<file path="src/rtl/shift_chain_pkg.sv">
// Shared types and elaboration helpers for the shift-chain sequencer.
// The FSM state encoding and the derived sizes live here.
package shift_chain_pkg;

  typedef enum logic [1:0] {
    IDLE   = 2'd0,
    FETCH  = 2'd1,
    SHIFT  = 2'd2,
    FINISH = 2'd3
  } state_t;

  // Number of load/read-back words needed to cover the whole chain.
  function automatic int calc_nwords(input int chain_len, input int width);
    return (chain_len + width - 1) / width;
  endfunction

  // Counter width that can hold every value from 0 to max_val inclusive.
  function automatic int calc_cnt_w(input int max_val);
    return (max_val < 2) ? 1 : $clog2(max_val + 1);
  endfunction

  function automatic int min_int(input int a, input int b);
    return (a < b) ? a : b;
  endfunction

endpackage

</file>
<file path="src/rtl/shift_chain_serdes.sv">
// Parallel-to-serial load buffer feeding the chain head, plus the
// serial-to-parallel capture buffer that assembles read-back words.
module shift_chain_serdes #(
  parameter int WIDTH = 8,
  parameter int IDX_W = 3
) (
  input  logic             clock0,
  input  logic             reset_n,
  input  logic             load_en,
  input  logic [WIDTH-1:0] load_data,
  input  logic             shift_en,
  input  logic [IDX_W-1:0] bit_idx,
  input  logic             word_last,
  input  logic             ser_in,
  output logic             ser_out,
  output logic             rd_valid,
  output logic [WIDTH-1:0] rd_data
);

  logic [WIDTH-1:0] load_buf;
  logic [WIDTH-1:0] cap_buf;
  logic [WIDTH-1:0] cap_next;

  // NOTE: the default assignment comes first so this block never infers a latch.
  always_comb begin
    cap_next          = cap_buf;
    cap_next[bit_idx] = ser_in;
  end

  // NOTE: the data buffers are reset as well, so chain_shift_in and rd_data
  // come out of reset at a defined 0 rather than whatever powered up.
  always_ff @(posedge clock0) begin
    if (!reset_n) begin
      load_buf <= '0;
      cap_buf  <= '0;
      rd_valid <= 1'b0;
      rd_data  <= '0;
    end else begin
      rd_valid <= 1'b0;
      if (load_en) begin
        load_buf <= load_data;
        // Clearing here zero-pads a short final word in its upper bits.
        cap_buf  <= '0;
      end else if (shift_en) begin
        load_buf <= load_buf >> 1;
        cap_buf  <= cap_next;
        if (word_last) begin
          rd_valid <= 1'b1;
          rd_data  <= cap_next;
        end
      end
    end
  end

  assign ser_out = load_buf[0];

endmodule

</file>
<file path="src/rtl/shift_chain_ctrl.sv">
// Sequencer that writes a whole serial chain from parallel load words and
// returns the chain's previous contents as parallel read-back words.
module shift_chain_ctrl
  import shift_chain_pkg::*;
#(
  parameter int WIDTH     = 8,
  parameter int CHAIN_LEN = 12
) (
  input  logic             clock0,
  input  logic             reset_n,
  input  logic             start,
  input  logic             load_valid,
  output logic             load_ready,
  input  logic [WIDTH-1:0] load_data,
  output logic             chain_shift_en,
  output logic             chain_shift_in,
  input  logic             chain_shift_out,
  output logic             rd_valid,
  output logic [WIDTH-1:0] rd_data,
  output logic             busy,
  output logic             done
);

  localparam int NWORDS = calc_nwords(CHAIN_LEN, WIDTH);
  localparam int CNT_W  = calc_cnt_w(CHAIN_LEN);
  localparam int WC_W   = calc_cnt_w(NWORDS);
  localparam int NB_W   = calc_cnt_w(WIDTH);
  localparam int IDX_W  = (WIDTH > 1) ? $clog2(WIDTH) : 1;

  if (CHAIN_LEN < 1) begin : g_bad_chain_len
    $error("shift_chain_ctrl: CHAIN_LEN must be at least 1");
  end
  if (WIDTH < 1) begin : g_bad_width
    $error("shift_chain_ctrl: WIDTH must be at least 1");
  end

  state_t           state;
  logic [CNT_W-1:0] bits_done;
  logic [WC_W-1:0]  word_cnt;
  logic [NB_W-1:0]  bit_idx;
  logic [NB_W-1:0]  nbits;
  logic [NB_W-1:0]  nbits_next;
  logic             fire;
  logic             word_last;
  logic             chain_last;

  assign fire       = load_ready && load_valid;
  assign word_last  = chain_shift_en && ((bit_idx + NB_W'(1)) == nbits);
  assign chain_last = (int'(bits_done) + 1) == CHAIN_LEN;
  // At a word boundary word_cnt*WIDTH equals bits_done, so this is the
  // number of bits still owed to the chain, capped at one word.
  assign nbits_next = NB_W'(min_int(WIDTH, CHAIN_LEN - int'(word_cnt) * WIDTH));

  // NOTE: every state update is non-blocking so all flops see pre-edge values.
  always_ff @(posedge clock0) begin
    if (!reset_n) begin
      state          <= IDLE;
      load_ready     <= 1'b0;
      chain_shift_en <= 1'b0;
      busy           <= 1'b0;
      done           <= 1'b0;
      bits_done      <= '0;
      word_cnt       <= '0;
      bit_idx        <= '0;
      nbits          <= '0;
    end else begin
      done <= 1'b0;
      unique case (state)
        IDLE: begin
          if (start) begin
            state      <= FETCH;
            load_ready <= 1'b1;
            busy       <= 1'b1;
            bits_done  <= '0;
            word_cnt   <= '0;
            bit_idx    <= '0;
          end
        end
        FETCH: begin
          if (fire) begin
            state          <= SHIFT;
            load_ready     <= 1'b0;
            chain_shift_en <= 1'b1;
            nbits          <= nbits_next;
            bit_idx        <= '0;
          end
        end
        SHIFT: begin
          bits_done <= bits_done + CNT_W'(1);
          bit_idx   <= bit_idx + NB_W'(1);
          if (word_last) begin
            chain_shift_en <= 1'b0;
            word_cnt       <= word_cnt + WC_W'(1);
            if (chain_last) begin
              state <= FINISH;
              done  <= 1'b1;
            end else begin
              state      <= FETCH;
              load_ready <= 1'b1;
            end
          end
        end
        FINISH: begin
          // A start seen here is dropped; only IDLE samples it.
          state <= IDLE;
          busy  <= 1'b0;
        end
        default: state <= IDLE;
      endcase
    end
  end

  shift_chain_serdes #(
    .WIDTH (WIDTH),
    .IDX_W (IDX_W)
  ) u_serdes (
    .clock0    (clock0),
    .reset_n   (reset_n),
    .load_en   (fire),
    .load_data (load_data),
    .shift_en  (chain_shift_en),
    .bit_idx   (bit_idx[IDX_W-1:0]),
    .word_last (word_last),
    .ser_in    (chain_shift_out),
    .ser_out   (chain_shift_in),
    .rd_valid  (rd_valid),
    .rd_data   (rd_data)
  );

  a_en_only_in_shift: assert property (@(posedge clock0) disable iff (!reset_n)
    chain_shift_en |-> state == SHIFT);
  a_ready_only_in_fetch: assert property (@(posedge clock0) disable iff (!reset_n)
    load_ready |-> state == FETCH);
  a_done_only_in_finish: assert property (@(posedge clock0) disable iff (!reset_n)
    done |-> state == FINISH);

endmodule

</file>
<file path="config.mk">
export PLATFORM = sky130hd
export DESIGN_NAME = shift_chain_ctrl
export DESIGN_NICKNAME = d
export VERILOG_FILES = /design/src/rtl/shift_chain_pkg.sv /design/src/rtl/shift_chain_serdes.sv /design/src/rtl/shift_chain_ctrl.sv
export SDC_FILE = /design/constraint.sdc
export NUM_CORES = 1
export LEC_CHECK = 0
export BUFFER_PORTS_ARGS = -buffer_cell sky130_fd_sc_hd__buf_2
export CAP_MARGIN = 30
export CELL_PAD_IN_SITES_DETAIL_PLACEMENT = 1
export CELL_PAD_IN_SITES_GLOBAL_PLACEMENT = 1
export CORE_MARGIN = 1.5
export CORE_UTILIZATION = 44
export CTS_CLUSTER_SIZE = 40
export DETAILED_ROUTE_END_ITERATION = 6
export PLACE_DENSITY = 0.88
export REMOVE_ABC_BUFFERS = 1
export SLEW_MARGIN = 20
export SYNTH_ARGS = -nofsm -noshare
export SYNTH_HDL_FRONTEND = slang
export SYNTH_SLANG_ARGS = --single-unit
</file>
<file path="constraint.sdc">
create_clock -name clock0 -period 4.8 [get_ports clock0]
set_clock_uncertainty 0.1 [all_clocks]
set_input_delay 0 -clock clock0 [delete_from_list [all_inputs] [get_ports clock0]]
set_output_delay 0 -clock clock0 [all_outputs]
set_load 0.005 [all_outputs]
</file>
==> metrics.md <==
| Metric | Value |
|---|---|
| Die Ht | `roughly 71 um` |
| FF/Latch Area | `about 860 um2` |
| CTS root buf | `clkbuf_8` |
| Hold Crit Class | `input pin to flop` |
| 1st-iter DRT viols | `just over 90` |
| Grt ovf | `0` |
| Detailed-route DRC error count | `0` |
| Drt wl/cell | `17.8 um` |
| Resized Gates After CTS | `0` |
| Worst slew pin tran | `just over 0.6 ns` |
| Max-Slew Margin vs Limit | `59.2%` |
| Ys Warns | `0` |
| H-tree depth | `2` |
| Synthesis-to-layout area growth | `17.5%` |
| Synth Instances | `between 200 and 250` |
| Clock Sinks | `between 40 and 50` |
| Worst path slowest cell | `dfxtp_1` |
| Required @ worst endpoint | `4.92 ns` |
| Setup repair bufs after CTS | `0` |
| Worst Path Buf+Inv | `0` |
| Kind of cell adding the most delay to the critical path | `flip-flops` |
| All-Layer GR Usage | `a little over a fifth` |
| Share of layout cells above drive strength 1 | `18.5%` |
| Post-synthesis cell type count | `45` |
| Setup CP Type | `flop to flop` |
| GPL Wtd Cong | `between 0.7 and 0.8` |
| Post-layout util | `approximately 55%` |
| Startpoint type of the worst setup path | `flop` |
| Syn_area_per_cell | `about 9 um2` |
| Post-synth EDFFs | `0` |
| Pwr/cell area | `284 mW/mm2` |
| Ant. Diodes | `0` |
| Unrepaired setup endpoints after global routing | `false` |
| Total wire length | `between 5000 and 6000 um` |
| DR vias | `about 1800` |
| CTS buffer count | `5` |
| Fmax | `between 500 and 600 MHz` |
| Initial core utilization | `a little under half` |
| CP max stage delay | `0.64 ns` |
| Final period util | `40.9%` |
| Sequential cell area fraction in the yosys report | `a little over two fifths` |
| Final net count | `about 270` |
| Largest area contributor in the netlist | `dfxtp_1` |
| Crit. End Element | `flop` |
| Worst skew pair latency | `about 0.30 ns` |
| Setup TNS | `0 ns` |
| Hold buffer count at CTS | `11` |
| Fillers | `503` |
| Antenna violations before repair | `0` |
| Die ar. | `0.00508 mm2` |
| Max Cap Violations | `0` |
| Crit path cell chain | `nand3_4, xnor2_2, a31oi_1, a311oi_1` |
| Leakage power | `approximately 0.00092 uW` |
| Number of global-route vias before repair | `between 1500 and 2000` |
| Via density | `around 6` |
| Row count | `24` |
| Max-slew violations | `0` |
| List of most frequent post-synthesis cells | `dfxtp_1, nor2_1, mux2i_1` |
| Worst EP arrival | `~2.1 ns` |
| Footprint of the multi-input gates | `0.00110 mm2` |
| Largest net degree at the start of global routing | `33` |
| Top cells by area, synth | `dfxtp_1, mux2i_1, nor2_1` |
| CTS Buffer Depth | `2` |
| CORE AREA | `between 0.004 and 0.005 mm2` |
| Final setup viols | `0` |
| ANT nets after route | `0` |
| Die X | `just over 70 um` |
| Max IR drop VDD | `175 uV` |
| First-pass GRT wire length | `just under 9000 um` |
| Min Tclk post-route | `1.96 ns` |
| Number of synthesized register bits | `43` |
| Clock Pin Slew Worst Setup and Hold Paths | `around 0.09 ns` |
| Crit Path Max Fanout | `12` |
| Ys async rst share | `0%` |
| Top-count cell post-synth | `dfxtp_1` |
| Status | `finished, final reports clean` |
| Dominant synthesized flop cell | `dfxtp_1` |
| TritonCTS clock tree | `done` |
| Detailed placement HPWL | `roughly 3400 um` |
| # IOs | `27` |
| Setup slack, reg-to-reg | `~2.8 ns` |
| Final Hold Vio Count | `0` |
| DRT Pass-1 Iters | `4` |
| Post-synthesis instance area | `~0.0020 mm2` |
| Port bufs | `26` |
| Synth top area share | `a little over two fifths` |
sequential cells by signal, indices dropped and copies added (netlist names):
signal,cells
u_serdes.rd_data,8
u_serdes.load_buf,8
state,2
word_cnt,2
nbits,2
load_ready,1
chain_shift_en,1
bits_done,4
bit_idx,4
u_serdes.rd_valid,1
done,1
u_serdes.cap_buf,8
busy,1
worst register-to-register path, stage by stage (launching register included):
cell and delay, ns:
dfxtp_1 0.64, nand3_4 0.21, xnor2_2 0.48, a31oi_1 0.17, a311oi_1 0.28
stage by stage:
step / cell area [um2] / power (uW) / cells / hold slack [ns] / setup WS [ns]
after floorplan: 1980 / 424 / 206 / 0.0388 / 2.99
after CTS: 2370 / 678 / 303 / 0.0584 / 2.64
after global routing: 2410 / 706 / 306 / 0.0934 / 2.68
final: 2410 / 683 / 306 / 0.0617 / 2.84
after detailed placement: 2170 / 450 / 284 / 0.188 / 2.71
after global placement: 2170 / 447 / 284 / 0.178 / 2.83
routing by layer:
layer  GRT usage [%]  wire, um  up-vias
met5               0         0        -
met4            8.60        98        0
met3            3.38       185        9
met2            34.9      2680       34
met1            29.8      2480      917
li1                -         -      872
cell type report:
cell class / count / share of cell area, %
clock inverters: 1 / 0.208
repair buffers: 40 / 11.7
multi-input cells: 159 / 45.8
flip-flops and latches: 43 / 35.8
inverters: 4 / 0.624
clock buffers: 7 / 3.17
well taps: 52 / 2.70
cells in the final DEF, fill, tap and decap left out, types with 2 or more instances in the layout:
cell,count
dfxtp_1,43
nor2_1,32
buf_2,26
mux2i_1,17
a211oi_1,15
dlygate4sd3_1,11
nand2_1,10
a21oi_1,9
a31oi_1,8
a311oi_1,7
nand3_1,7
a22oi_1,5
clkbuf_8,5
inv_1,4
nor3_1,3
o21ai_1,3
mux2_2,3
nand3b_1,3
ha_1,3
xnor2_2,2
xor2_1,2
nor2_4,2
nor2b_1,2
o31a_1,2
o21ai_0,2
nor3b_1,2
nand4_1,2
clkbuf_1,2
buf_8,2
path summary, 6_finish.rpt:
kind                                                       start                                to  cells past startpoint
worst max-delay path                     bit_idx[0]$_SDFFE_PN0P_  u_serdes.rd_data[6]$_SDFFE_PN0P_                      4
worst min-delay path                                  load_valid             state[1]$_SDFFE_PN0P_                      3
worst max register to register           bit_idx[0]$_SDFFE_PN0P_  u_serdes.rd_data[6]$_SDFFE_PN0P_                      4
worst min register to register  u_serdes.rd_data[7]$_SDFFE_PN0P_  u_serdes.rd_data[7]$_SDFFE_PN0P_                      2
report_power, final:
part | leakage [uW] | switching [uW] | internal, uW | total (uW)
sequential | 0.000349 | 12.4 | 368 | 380
combinational | 0.000526 | 41.5 | 32.3 | 73.9
clock | 0.0000422 | 126 | 102 | 229
total | 0.000917 | 180 | 502 | 683
logic make-up after synthesis:
kind of cell,share of synthesized area [%]
muxes,9.95
adders and majority gates,1.83
DFF,42.0
AOI/OAI and AO/OA,20.1
buffers and inverters,4.15
and+or+nand+nor,18.3
xor gates and xnor gates,3.66
Note: power is estimated with default switching activity, not from simulation.
